## config.mk

```make
export PLATFORM = sky130hd
export DESIGN_NAME = ttt_turn_ctrl_flat
export DESIGN_NICKNAME = d
export VERILOG_FILES = /design/src/rtl/ttt_turn_ctrl_if.sv /design/src/rtl/ttt_turn_ctrl.sv /design/src/flat_wrapper.sv
export SDC_FILE = /design/constraint.sdc
export NUM_CORES = 1
export LEC_CHECK = 0
export BUFFER_PORTS_ARGS = -buffer_cell sky130_fd_sc_hd__buf_2
export CORE_MARGIN = 2
export CORE_UTILIZATION = 50
export DETAILED_ROUTE_END_ITERATION = 10
export MAX_ROUTING_LAYER = met4
export PLACE_DENSITY = 0.73
export SYNTH_ARGS = -nofsm -noshare
export SYNTH_HDL_FRONTEND = slang
export SYNTH_SLANG_ARGS = --single-unit
```

## constraint.sdc

```tcl
create_clock -name clk -period 5.1 [get_ports clk]
set_clock_uncertainty 0.05 [all_clocks]
set_input_delay 0.51 -clock clk [delete_from_list [all_inputs] [get_ports clk]]
set_output_delay 0.51 -clock clk [all_outputs]
set_load 0.02 [all_outputs]
```

## src/rtl/ttt_turn_ctrl_if.sv

```systemverilog
// ttt_turn_ctrl_if
//   Bundle between the keypad/display side and the tic-tac-toe sequencer.
//   master : keypad side, drives start/key_valid/key_code and observes the game.
//   slave  : the sequencer, consumes key events and drives board/turn/result.
//   Signals:
//     start, key_valid, key_code[3:0]        keypad -> sequencer
//     board[17:0], turn_o, result[1:0],
//     move_count[3:0], state[2:0], ready,
//     move_ack, illegal, timeout             sequencer -> renderer / message mux
interface ttt_turn_ctrl_if;
  logic        start;
  logic        key_valid;
  logic [3:0]  key_code;
  logic [17:0] board;
  logic        turn_o;
  logic [1:0]  result;
  logic [3:0]  move_count;
  logic [2:0]  state;
  logic        ready;
  logic        move_ack;
  logic        illegal;
  logic        timeout;

  modport master (
    output start, key_valid, key_code,
    input  board, turn_o, result, move_count, state, ready, move_ack, illegal, timeout
  );

  modport slave (
    input  start, key_valid, key_code,
    output board, turn_o, result, move_count, state, ready, move_ack, illegal, timeout
  );
endinterface

```

## src/rtl/ttt_turn_ctrl.sv

```systemverilog
// ttt_turn_ctrl
//   Game sequencer for the tic-tac-toe board: validates key events against the
//   board, places stones, alternates turns, detects win/draw and optionally
//   expires a turn after TURN_TIMEOUT cycles.
//   Ports:
//     clk        system clock
//     rst        asynchronous, active-high reset
//     bus        ttt_turn_ctrl_if.slave (key events in, board/turn/result out)
//   Board encoding: cell k (1..9) occupies bits [19-2k:18-2k]; upper bit = O,
//   lower bit = X.
//   Build option: define TTT_UNDO_EN to add a 9-deep move history; key '*'
//   (code 10) then removes the last stone. Without it, code 10 is illegal.
module ttt_turn_ctrl #(
  parameter logic        FIRST_O      = 1'b0,
  parameter int unsigned TURN_TIMEOUT = 0,
  parameter int unsigned TO_W         = 32
) (
  input logic            clk,
  input logic            rst,
  ttt_turn_ctrl_if.slave bus
);

  typedef enum logic [2:0] {
    S_IDLE  = 3'd0,
    S_WAIT  = 3'd1,
    S_CHECK = 3'd2,
    S_EVAL  = 3'd3,
    S_DONE  = 3'd4
  } state_t;

  localparam bit              TO_EN   = (TURN_TIMEOUT != 0);
  localparam logic [TO_W-1:0] TO_LAST = TO_EN ? TO_W'(TURN_TIMEOUT - 1) : '0;

  // One-hot cell select for codes 1..9; zero for every non-cell code.
  function automatic logic [8:0] cell_onehot(input logic [3:0] code);
    logic [8:0] oh;
    oh = 9'd0;
    if ((code >= 4'd1) && (code <= 4'd9)) begin
      oh = 9'd1 << (code - 4'd1);
    end else begin
      oh = 9'd0;
    end
    return oh;
  endfunction

  // Stones of one player as a 9-bit plane, bit i = cell i+1.
  function automatic logic [8:0] plane(input logic [17:0] b, input logic who);
    logic [8:0] p;
    p = 9'd0;
    for (int i = 0; i < 9; i++) begin
      p[i] = who ? b[17-2*i] : b[16-2*i];
    end
    return p;
  endfunction

  // Any of the 3 rows, 3 columns or 2 diagonals fully owned.
  function automatic logic has_line(input logic [8:0] p);
    return (&p[2:0]) | (&p[5:3]) | (&p[8:6]) |
           (p[0] & p[3] & p[6]) | (p[1] & p[4] & p[7]) | (p[2] & p[5] & p[8]) |
           (p[0] & p[4] & p[8]) | (p[2] & p[4] & p[6]);
  endfunction

  function automatic logic [17:0] place(input logic [17:0] b, input logic [8:0] oh,
                                        input logic who);
    logic [17:0] r;
    r = b;
    for (int i = 0; i < 9; i++) begin
      if (oh[i]) begin
        if (who) r[17-2*i] = 1'b1;
        else     r[16-2*i] = 1'b1;
      end
    end
    return r;
  endfunction

`ifdef TTT_UNDO_EN
  function automatic logic [17:0] clear_cell(input logic [17:0] b, input logic [8:0] oh);
    logic [17:0] r;
    r = b;
    for (int i = 0; i < 9; i++) begin
      if (oh[i]) begin
        r[17-2*i] = 1'b0;
        r[16-2*i] = 1'b0;
      end
    end
    return r;
  endfunction
`endif

  state_t          state_q;
  logic [17:0]     board_q;
  logic            turn_q;
  logic [1:0]      result_q;
  logic [3:0]      move_cnt_q;
  logic [3:0]      key_q;
  logic            ready_q;
  logic            move_ack_q;
  logic            illegal_q;
  logic            timeout_q;
  logic [TO_W-1:0] to_cnt_q;

  logic [8:0] key_oh_d;
  logic       legal_d;
  logic       win_d;

`ifdef TTT_UNDO_EN
  logic [3:0] hist_q [0:8];
  logic [8:0] undo_oh_d;
`endif

  // Decode the latched key against the board and test the mover for a line.
  always_comb begin
    key_oh_d = cell_onehot(key_q);
    legal_d  = (key_oh_d != 9'd0) &&
               ((key_oh_d & (plane(board_q, 1'b1) | plane(board_q, 1'b0))) == 9'd0);
    win_d    = has_line(plane(board_q, turn_q));
`ifdef TTT_UNDO_EN
    if (move_cnt_q != 4'd0) begin
      undo_oh_d = cell_onehot(hist_q[move_cnt_q - 4'd1]);
    end else begin
      undo_oh_d = 9'd0;
    end
`endif
  end

  // Game FSM with all outputs registered; start overrides every state.
  always_ff @(posedge clk or posedge rst) begin
    if (rst) begin
      state_q    <= S_IDLE;
      board_q    <= 18'd0;
      turn_q     <= FIRST_O;
      result_q   <= 2'b00;
      move_cnt_q <= 4'd0;
      key_q      <= 4'd0;
      ready_q    <= 1'b0;
      move_ack_q <= 1'b0;
      illegal_q  <= 1'b0;
      timeout_q  <= 1'b0;
      to_cnt_q   <= '0;
`ifdef TTT_UNDO_EN
      for (int i = 0; i < 9; i++) hist_q[i] <= 4'd0;
`endif
    end else begin
      move_ack_q <= 1'b0;
      illegal_q  <= 1'b0;
      timeout_q  <= 1'b0;
      if (bus.start) begin
        // Any pending key in this cycle is dropped.
        state_q    <= S_WAIT;
        board_q    <= 18'd0;
        turn_q     <= FIRST_O;
        result_q   <= 2'b00;
        move_cnt_q <= 4'd0;
        ready_q    <= 1'b1;
        to_cnt_q   <= '0;
      end else begin
        case (state_q)
          S_IDLE: begin
            ready_q <= 1'b0;
          end
          S_WAIT: begin
            if (bus.key_valid) begin
              key_q    <= bus.key_code;
              state_q  <= S_CHECK;
              ready_q  <= 1'b0;
              to_cnt_q <= '0;
            end else if (TO_EN && (to_cnt_q == TO_LAST)) begin
              // Turn expired: hand the move to the other player, stay in WAIT.
              timeout_q <= 1'b1;
              turn_q    <= ~turn_q;
              to_cnt_q  <= '0;
            end else if (TO_EN) begin
              to_cnt_q <= to_cnt_q + TO_W'(1);
            end else begin
              to_cnt_q <= '0;
            end
          end
          S_CHECK: begin
            if (legal_d) begin
              board_q    <= place(board_q, key_oh_d, turn_q);
              move_cnt_q <= move_cnt_q + 4'd1;
              move_ack_q <= 1'b1;
              state_q    <= S_EVAL;
`ifdef TTT_UNDO_EN
              hist_q[move_cnt_q] <= key_q;
`endif
            end
`ifdef TTT_UNDO_EN
            else if ((key_q == 4'd10) && (move_cnt_q != 4'd0)) begin
              // Undo skips EVAL: removing a stone can never create a result.
              board_q    <= clear_cell(board_q, undo_oh_d);
              move_cnt_q <= move_cnt_q - 4'd1;
              turn_q     <= ~turn_q;
              move_ack_q <= 1'b1;
              state_q    <= S_WAIT;
              ready_q    <= 1'b1;
              to_cnt_q   <= '0;
            end
`endif
            else begin
              illegal_q <= 1'b1;
              state_q   <= S_WAIT;
              ready_q   <= 1'b1;
              to_cnt_q  <= '0;
            end
          end
          S_EVAL: begin
            if (win_d) begin
              result_q <= turn_q ? 2'b10 : 2'b01;
              state_q  <= S_DONE;
            end else if (move_cnt_q == 4'd9) begin
              result_q <= 2'b11;
              state_q  <= S_DONE;
            end else begin
              turn_q   <= ~turn_q;
              state_q  <= S_WAIT;
              ready_q  <= 1'b1;
              to_cnt_q <= '0;
            end
          end
          S_DONE: begin
            ready_q <= 1'b0;
          end
          default: begin
            state_q <= S_IDLE;
            ready_q <= 1'b0;
          end
        endcase
      end
    end
  end

  assign bus.board      = board_q;
  assign bus.turn_o     = turn_q;
  assign bus.result     = result_q;
  assign bus.move_count = move_cnt_q;
  assign bus.state      = state_q;
  assign bus.ready      = ready_q;
  assign bus.move_ack   = move_ack_q;
  assign bus.illegal    = illegal_q;
  assign bus.timeout    = timeout_q;

endmodule

```

## src/flat_wrapper.sv

```systemverilog
// flat-port wrapper written by rule: the top's interface ports become plain ports
module ttt_turn_ctrl_flat 
#(
  parameter logic        FIRST_O      = 1'b0,
  parameter int unsigned TURN_TIMEOUT = 0,
  parameter int unsigned TO_W         = 32
)
  (clk, rst, bus_start, bus_key_valid, bus_key_code, bus_board, bus_turn_o, bus_result, bus_move_count, bus_state, bus_ready, bus_move_ack, bus_illegal, bus_timeout);
  ttt_turn_ctrl_if bus_i ();
  input logic clk;
  input logic rst;
  input wire logic [$bits(bus_i.start)-1:0] bus_start;
  input wire logic [$bits(bus_i.key_valid)-1:0] bus_key_valid;
  input wire logic [$bits(bus_i.key_code)-1:0] bus_key_code;
  output wire logic [$bits(bus_i.board)-1:0] bus_board;
  output wire logic [$bits(bus_i.turn_o)-1:0] bus_turn_o;
  output wire logic [$bits(bus_i.result)-1:0] bus_result;
  output wire logic [$bits(bus_i.move_count)-1:0] bus_move_count;
  output wire logic [$bits(bus_i.state)-1:0] bus_state;
  output wire logic [$bits(bus_i.ready)-1:0] bus_ready;
  output wire logic [$bits(bus_i.move_ack)-1:0] bus_move_ack;
  output wire logic [$bits(bus_i.illegal)-1:0] bus_illegal;
  output wire logic [$bits(bus_i.timeout)-1:0] bus_timeout;
  assign bus_i.start = bus_start;
  assign bus_i.key_valid = bus_key_valid;
  assign bus_i.key_code = bus_key_code;
  assign bus_board = bus_i.board;
  assign bus_turn_o = bus_i.turn_o;
  assign bus_result = bus_i.result;
  assign bus_move_count = bus_i.move_count;
  assign bus_state = bus_i.state;
  assign bus_ready = bus_i.ready;
  assign bus_move_ack = bus_i.move_ack;
  assign bus_illegal = bus_i.illegal;
  assign bus_timeout = bus_i.timeout;
  ttt_turn_ctrl #(.FIRST_O(FIRST_O), .TURN_TIMEOUT(TURN_TIMEOUT), .TO_W(TO_W)) u_core (.clk(clk), .rst(rst), .bus(bus_i));
endmodule
```

### After elaboration in Yosys (flattened, before gate mapping)

Cells that the tools add are included.

| word-level totals | value |
|---|---|
| latch bits | 0 |
| memories | 0 |
| register bits after elaboration | 35 |
| output and inout bits | 32 |
| input port bits | 8 |
| bits in writable memories | 0 |
| logic and storage cells | 166 |
| memory bits (read-only) | 0 |

| cells by class | value |
|---|---|
| equal/unequal tests | 13 |
| div/mod/pow operators | 0 |
| add/subtract/negate cells | 2 |
| magnitude comparators | 2 |
| multiply operators | 0 |
| mux-type cells | 54 |
| reduce and logical (&&, ||, !) cells | 47 |
| bitwise logic cells | 21 |
| shifts and indexed selects | 1 |

Operators with widths:

| cell | count |
|---|---|
| AND reduction 4 bit | 19 |
| 2-to-1 mux 18 bit | 3 |
| 2-to-1 mux 2 bit | 15 |
| 2-to-1 mux 1 bit | 26 |
| nonzero test 2 bit | 13 |
| AND reduction 3 bit | 5 |
| 2-to-1 mux 3 bit | 4 |
| 2-to-1 mux 4 bit | 3 |
| inequality test 3 bit, second input constant | 4 |
| case mux 3 bit (4 select lines) | 1 |
| AND 1 bit | 10 |
| AND 9 bit | 1 |
| zero test 9 bit | 1 |
| 2-to-1 mux 9 bit | 1 |
| OR 9 bit | 1 |
| nonzero test 9 bit | 1 |
| left shift 1 x 4 -> 9 bit, first input constant | 1 |
| OR 1 bit | 7 |
| equality test 3 x 2 -> 1 bit, second input constant | 2 |
| inequality test 2 bit, second input constant | 3 |
| AND reduction 2 bit | 3 |
| adder 4 x 1 -> 4 bit, second input constant | 1 |
| equality test 4 bit, second input constant | 1 |
| greater-or-equal comparator 4 x 1 -> 1 bit, second input constant | 1 |
| other kinds (11) | 13 |

### Depth between registers and ports, before layout

| depth | value |
|---|---|
| word-level depth | 12 |
| mapped depth | 10 |
| mapped depth without buffers | 7 |

### Worst setup path after synthesis

No wires, ideal clock.

| timing | value |
|---|---|
| kind | register -> register |
| start point | reg u_core.key_q[1] |
| end point | reg u_core.board_q[16] (netlist: u_core.bus.board[16]) |
| path slack | 2.632 ns |
| library setup time | 0.101 ns |
| arrival | 2.317 ns |
| path buffers | 3 |
| period minus slack after synthesis | 2.468 ns |
| data required time | 4.949 ns |
| stages on the path, launching flop included | 11 |
| cell sequence | dfrtp_1 > buf_2 > nor2_1 > ha_1 > clkbuf_1 > nor3_1 > a21oi_1 > a32oi_1 > nand4_4 > buf_6 > o32ai_1 |

| between the ends | value |
|---|---|
| longest elaborated chain between the ends | 8 |
| elaborated cells on any way between the ends | 13 |
| those cells by class | add/sub (1); order compare (2); shift (1); mux (1); bitwise (1); reduce/logical (7) |

Ends and longest elaborated chain:

| item | line | source |
|---|---|---|
| start, declared | ttt_turn_ctrl.sv:95 | `logic [3:0] key_q;` |
| start signal, assigned | ttt_turn_ctrl.sv:163 | `key_q <= bus.key_code;` |
| subtractor 4 x 1 -> 4 bit, or another cell as far along | ttt_turn_ctrl.sv:39 | `oh = 9'd1 << (code - 4'd1);` |
| left shift 1 x 4 -> 9 bit / logical AND 1 bit (equally long branches) | ttt_turn_ctrl.sv:39, ttt_turn_ctrl.sv:38 |  |
| 2-to-1 mux 9 bit (*) | ttt_turn_ctrl.sv:38 | `if ((code >= 4'd1) && (code <= 4'd9)) begin` |
| AND 9 bit | ttt_turn_ctrl.sv:115 | `((key_oh_d & (plane(board_q, 1'b1) \| plane(board_q, 1'b0))) == 9'd0);` |
| zero test 9 bit | ttt_turn_ctrl.sv:115 |  |
| logical AND 1 bit | ttt_turn_ctrl.sv:114 | `legal_d = (key_oh_d != 9'd0) &&` |
| nonzero test 2 bit (no line) | - |  |
| AND reduction 4 bit (no line) (*) | - |  |
| end signal, assigned | ttt_turn_ctrl.sv:180 | `board_q <= place(board_q, key_oh_d, turn_q);` |
| end, declared | ttt_turn_ctrl.sv:91 | `logic [17:0] board_q;` |

Every way passes the cells marked *; elsewhere a longest branch is shown, timed or not.
A chain may end at the register's enable or synchronous reset.

### Worst setup path after layout

| timing | value |
|---|---|
| start point | reg u_core.key_q[1] |
| end point | reg u_core.board_q[6] (netlist: u_core.bus.board[6]) |

Same word-level chain as after synthesis.

==> flow_metrics.py <==
metrics = {
    "logic_synthesis": {
        "yosys_warnings": 0,
        "synth_cells": 209,
        "ys_types": 55,
        "syn-num-nets": 221,
        "synthArstFlopShare_pct": 100,
        "synth_ff_type": "dfrtp_1",
        "synth_edf_count": 0,
        "ys_seq_area_share_pct": 42.7,
        "synth_seq_cells": 35,
        "synth_area_um2": 2050,
        "syn_area_per_cell_um2": 9.82,
    },
    "setup_path": {
        "reg2reg_to": "u_core.bus.board[6]",
        "worstSetupEndpointType": "flip-flop",
        "critPathBufInv": 0,
        "required_ns": 5.23,
        "cpPeakStageDelay_ns": 0.52,
        "cp_max_fo": 14,
        "r2r-start": "u_core.key_q[1]",
        "worst-endpoint-arrival_ns": 2.77,
        "r2r_slack_ns": 2.45,
        "cp-start-kind": "flip-flop",
        "rr_worst_depth": 7,
        "path_cells": "nor2_1 > ha_1 > nor3_1 > a21oi_1 > a32oi_1 > nand3_1 > o41ai_1",
        "crit_type": "flip-flop to flip-flop",
        "cp_top_family": "compound AO/OA/AOI/OAI gates",
        "crit_path_top_delay_cell": "dfrtp_1",
    },
    "timing": {
        "finalSetupViolCount": 0,
        "slew_headroom_pct": 49.0,
        "rsz0062_at_grt": "no",
        "fmax_mhz": 378,
        "fin_setup_tns_ns": 0,
        "period_share_pct": 51.9,
        "hold_viol_final": 0,
        "drv_slew": 0,
        "min_period_ns": 2.65,
        "worstMarginPinSlew_ns": 0.758,
    },
    "layout": {
        "area_growth_pct": 12.4,
        "fin_cells": 294,
        "nNetsFinal": 255,
        "final_common_cell": "buf_2",
        "drive_gt1_share_pct": 28.7,
        "finalInstanceArea_um2": 2310,
        "mostFrequentLayoutCells": "38 x buf_2, 35 x dfrtp_1, 24 x inv_1",
        "final_util_pct": 58.1,
        "diodes": 0,
    },
    "pwr": {
        "total_power_mw": 0.701,
        "ir_worst_vdd_mv": 0.210,
        "leakage_nw": 1.03,
        "power_density_nw_per_um2": 304,
    },
    "floorplanning": {
        "die_area_um2": 4630,
        "num_rows": 23,
        "start_util_pct": 51.7,
        "ios": 40,
        "die_x_um": 68.1,
        "core_area_um2": 3970,
        "die-height_um": 68.1,
    },
    "drt": {
        "ant_nets": 0,
        "remaining_drc_errors": 0,
        "drt_first_pass_iters": 5,
        "num_vias": 1731,
        "wire_per_inst_um": 15.6,
        "drtIter0Drc": 199,
        "via_per_inst": 5.89,
        "wl_mm": 4.60,
    },
    "placed_design": {
        "io_buffers": 38,
        "placed_cell_area_um2": 2210,
        "gp_routability_congestion": 0.958,
        "hpwl_mm": 3.34,
        "placedCellCount": 286,
    },
    "clock_tree": {
        "cts_tree": "yes",
        "cts_inserted_buffers": 5,
        "htreeDepth": 2,
        "post_cts_resized": 0,
        "cts_setup_buffers": 0,
        "worstSkewPairLatency_ns": 0.29,
        "cts.path.max_buffers": 2,
        "clock_sinks": 35,
        "path_clk_slew_ns": 0.07,
        "cts_hold_buf": 0,
        "root_buffer": "clkbuf_8",
    },
    "hold_path": {
        "hp-class": "input port to asynchronous set/reset pin",
    },
    "grt": {
        "grt_usage_pct": 22.8,
        "antenna_found_initial": 0,
        "grt_pass1_wl_mm": 7.33,
        "grtUsageMet1_pct": 30.9,
        "grt_pass1_vias": 1502,
        "grt-busiest-layer": "met2",
        "grt_use_met2_pct": 31.8,
        "use_met3_pct": 5.76,
        "grt_start_max_net_pins": 43,
        "globalRoute.totalOverflow": 0,
    },
    "status": {
        "status": "complete, no violations",
    },
    "job": {
        "max_cap_viol_count": 0,
    },
}
==> per-layer routing <==
metal	up-vias	wire length [um]
met4	0	78
li1	835	-
met3	5	286
met2	59	2100
met5	-	0
met1	832	2130
==> kinds of logic (layout without fill, tap and decap cells) <==
logic type | Yosys count | in the layout | share of synthesized area (%)
AOI/OAI and AO/OA | 52 | 52 | 19.6
muxes | 8 | 8 | 4.33
other | 1 | 1 | 0.183
adders and majority gates | 4 | 4 | 2.44
DFF | 35 | 35 | 42.7
and+or+nand+nor | 72 | 72 | 21.0
buffers and inverters | 37 | 72 | 9.87
==> power by group <==
group	switching [mW]	internal (mW)
Sequential	0.0277	0.290
Clock	0.0984	0.123
Combinational	0.0965	0.0659
Total	0.223	0.479
==> sequential cells by signal, indices dropped and copies added, names as in the netlist <==
| name | count |
|---|---|
| u_core.bus.illegal | 1 |
| u_core.key_q | 4 |
| u_core.bus.move_ack | 1 |
| u_core.bus.move_count | 4 |
| u_core.bus.ready | 1 |
| u_core.bus.board | 18 |
| u_core.bus.turn_o | 1 |
| u_core.bus.state | 3 |
| u_core.bus.result | 2 |
==> how the worst max path moves through the flow <==
stage,startpoint,endpoint,slack (ns),cells past startpoint
floorplan,u_core.key_q[1],u_core.bus.board[16],2.63,10
global placement,u_core.key_q[1],u_core.bus.move_count[1],2.57,7
CTS,u_core.key_q[1],u_core.bus.board[6],2.46,7
finish,u_core.key_q[1],u_core.bus.board[6],2.45,7
global route,u_core.key_q[1],u_core.bus.board[17],2.23,7
detailed placement,u_core.key_q[1],u_core.bus.move_count[1],2.47,7
==> through the flow <==
stage               worst slack, ns  hold slack (ns)
floorplan                      2.63            0.543
global placement               2.57            0.474
detailed placement             2.47            0.478
CTS                            2.46            0.265
global route                   2.23            0.299
finish                         2.45            0.254
==> synth_stat cells (all sizes together), types with 3 or more instances <==
cell type / instances / area [um2]
a21oi: 5 / 25.0
nand4: 3 / 33.8
and2: 3 / 20.0
nand3: 6 / 30.0
nor2: 17 / 63.8
nand2: 10 / 37.5
clkbuf: 4 / 15.0
dfrtp: 35 / 876
a22oi: 8 / 60.1
buf: 7 / 55.1
o21ai: 5 / 25.0
or2: 4 / 25.0
inv: 24 / 90.1
ha: 4 / 50.1
nand2b: 7 / 43.8
nor2b: 3 / 18.8
o32ai: 18 / 158
mux2: 7 / 78.8
==> worst register-to-register path, stage by stage, from the launching register on <==
cell	delay, ns
dfrtp_1	0.52
nor2_1	0.24
ha_1	0.36
nor3_1	0.21
a21oi_1	0.06
a32oi_1	0.37
nand3_1	0.30
o41ai_1	0.43
==> final cells by class <==
| type | count | area, um2 |
|---|---|---|
| Inverter | 24 | 90.1 |
| Sequential cell | 35 | 876 |
| Multi-Input combinational cell | 137 | 975 |
| Fill cell | 364 | 1660 |
| Timing Repair Buffer | 40 | 205 |
| Tap cell | 50 | 62.6 |
| Clock buffer | 8 | 100 |
Power figures use the tool's default switching activity.
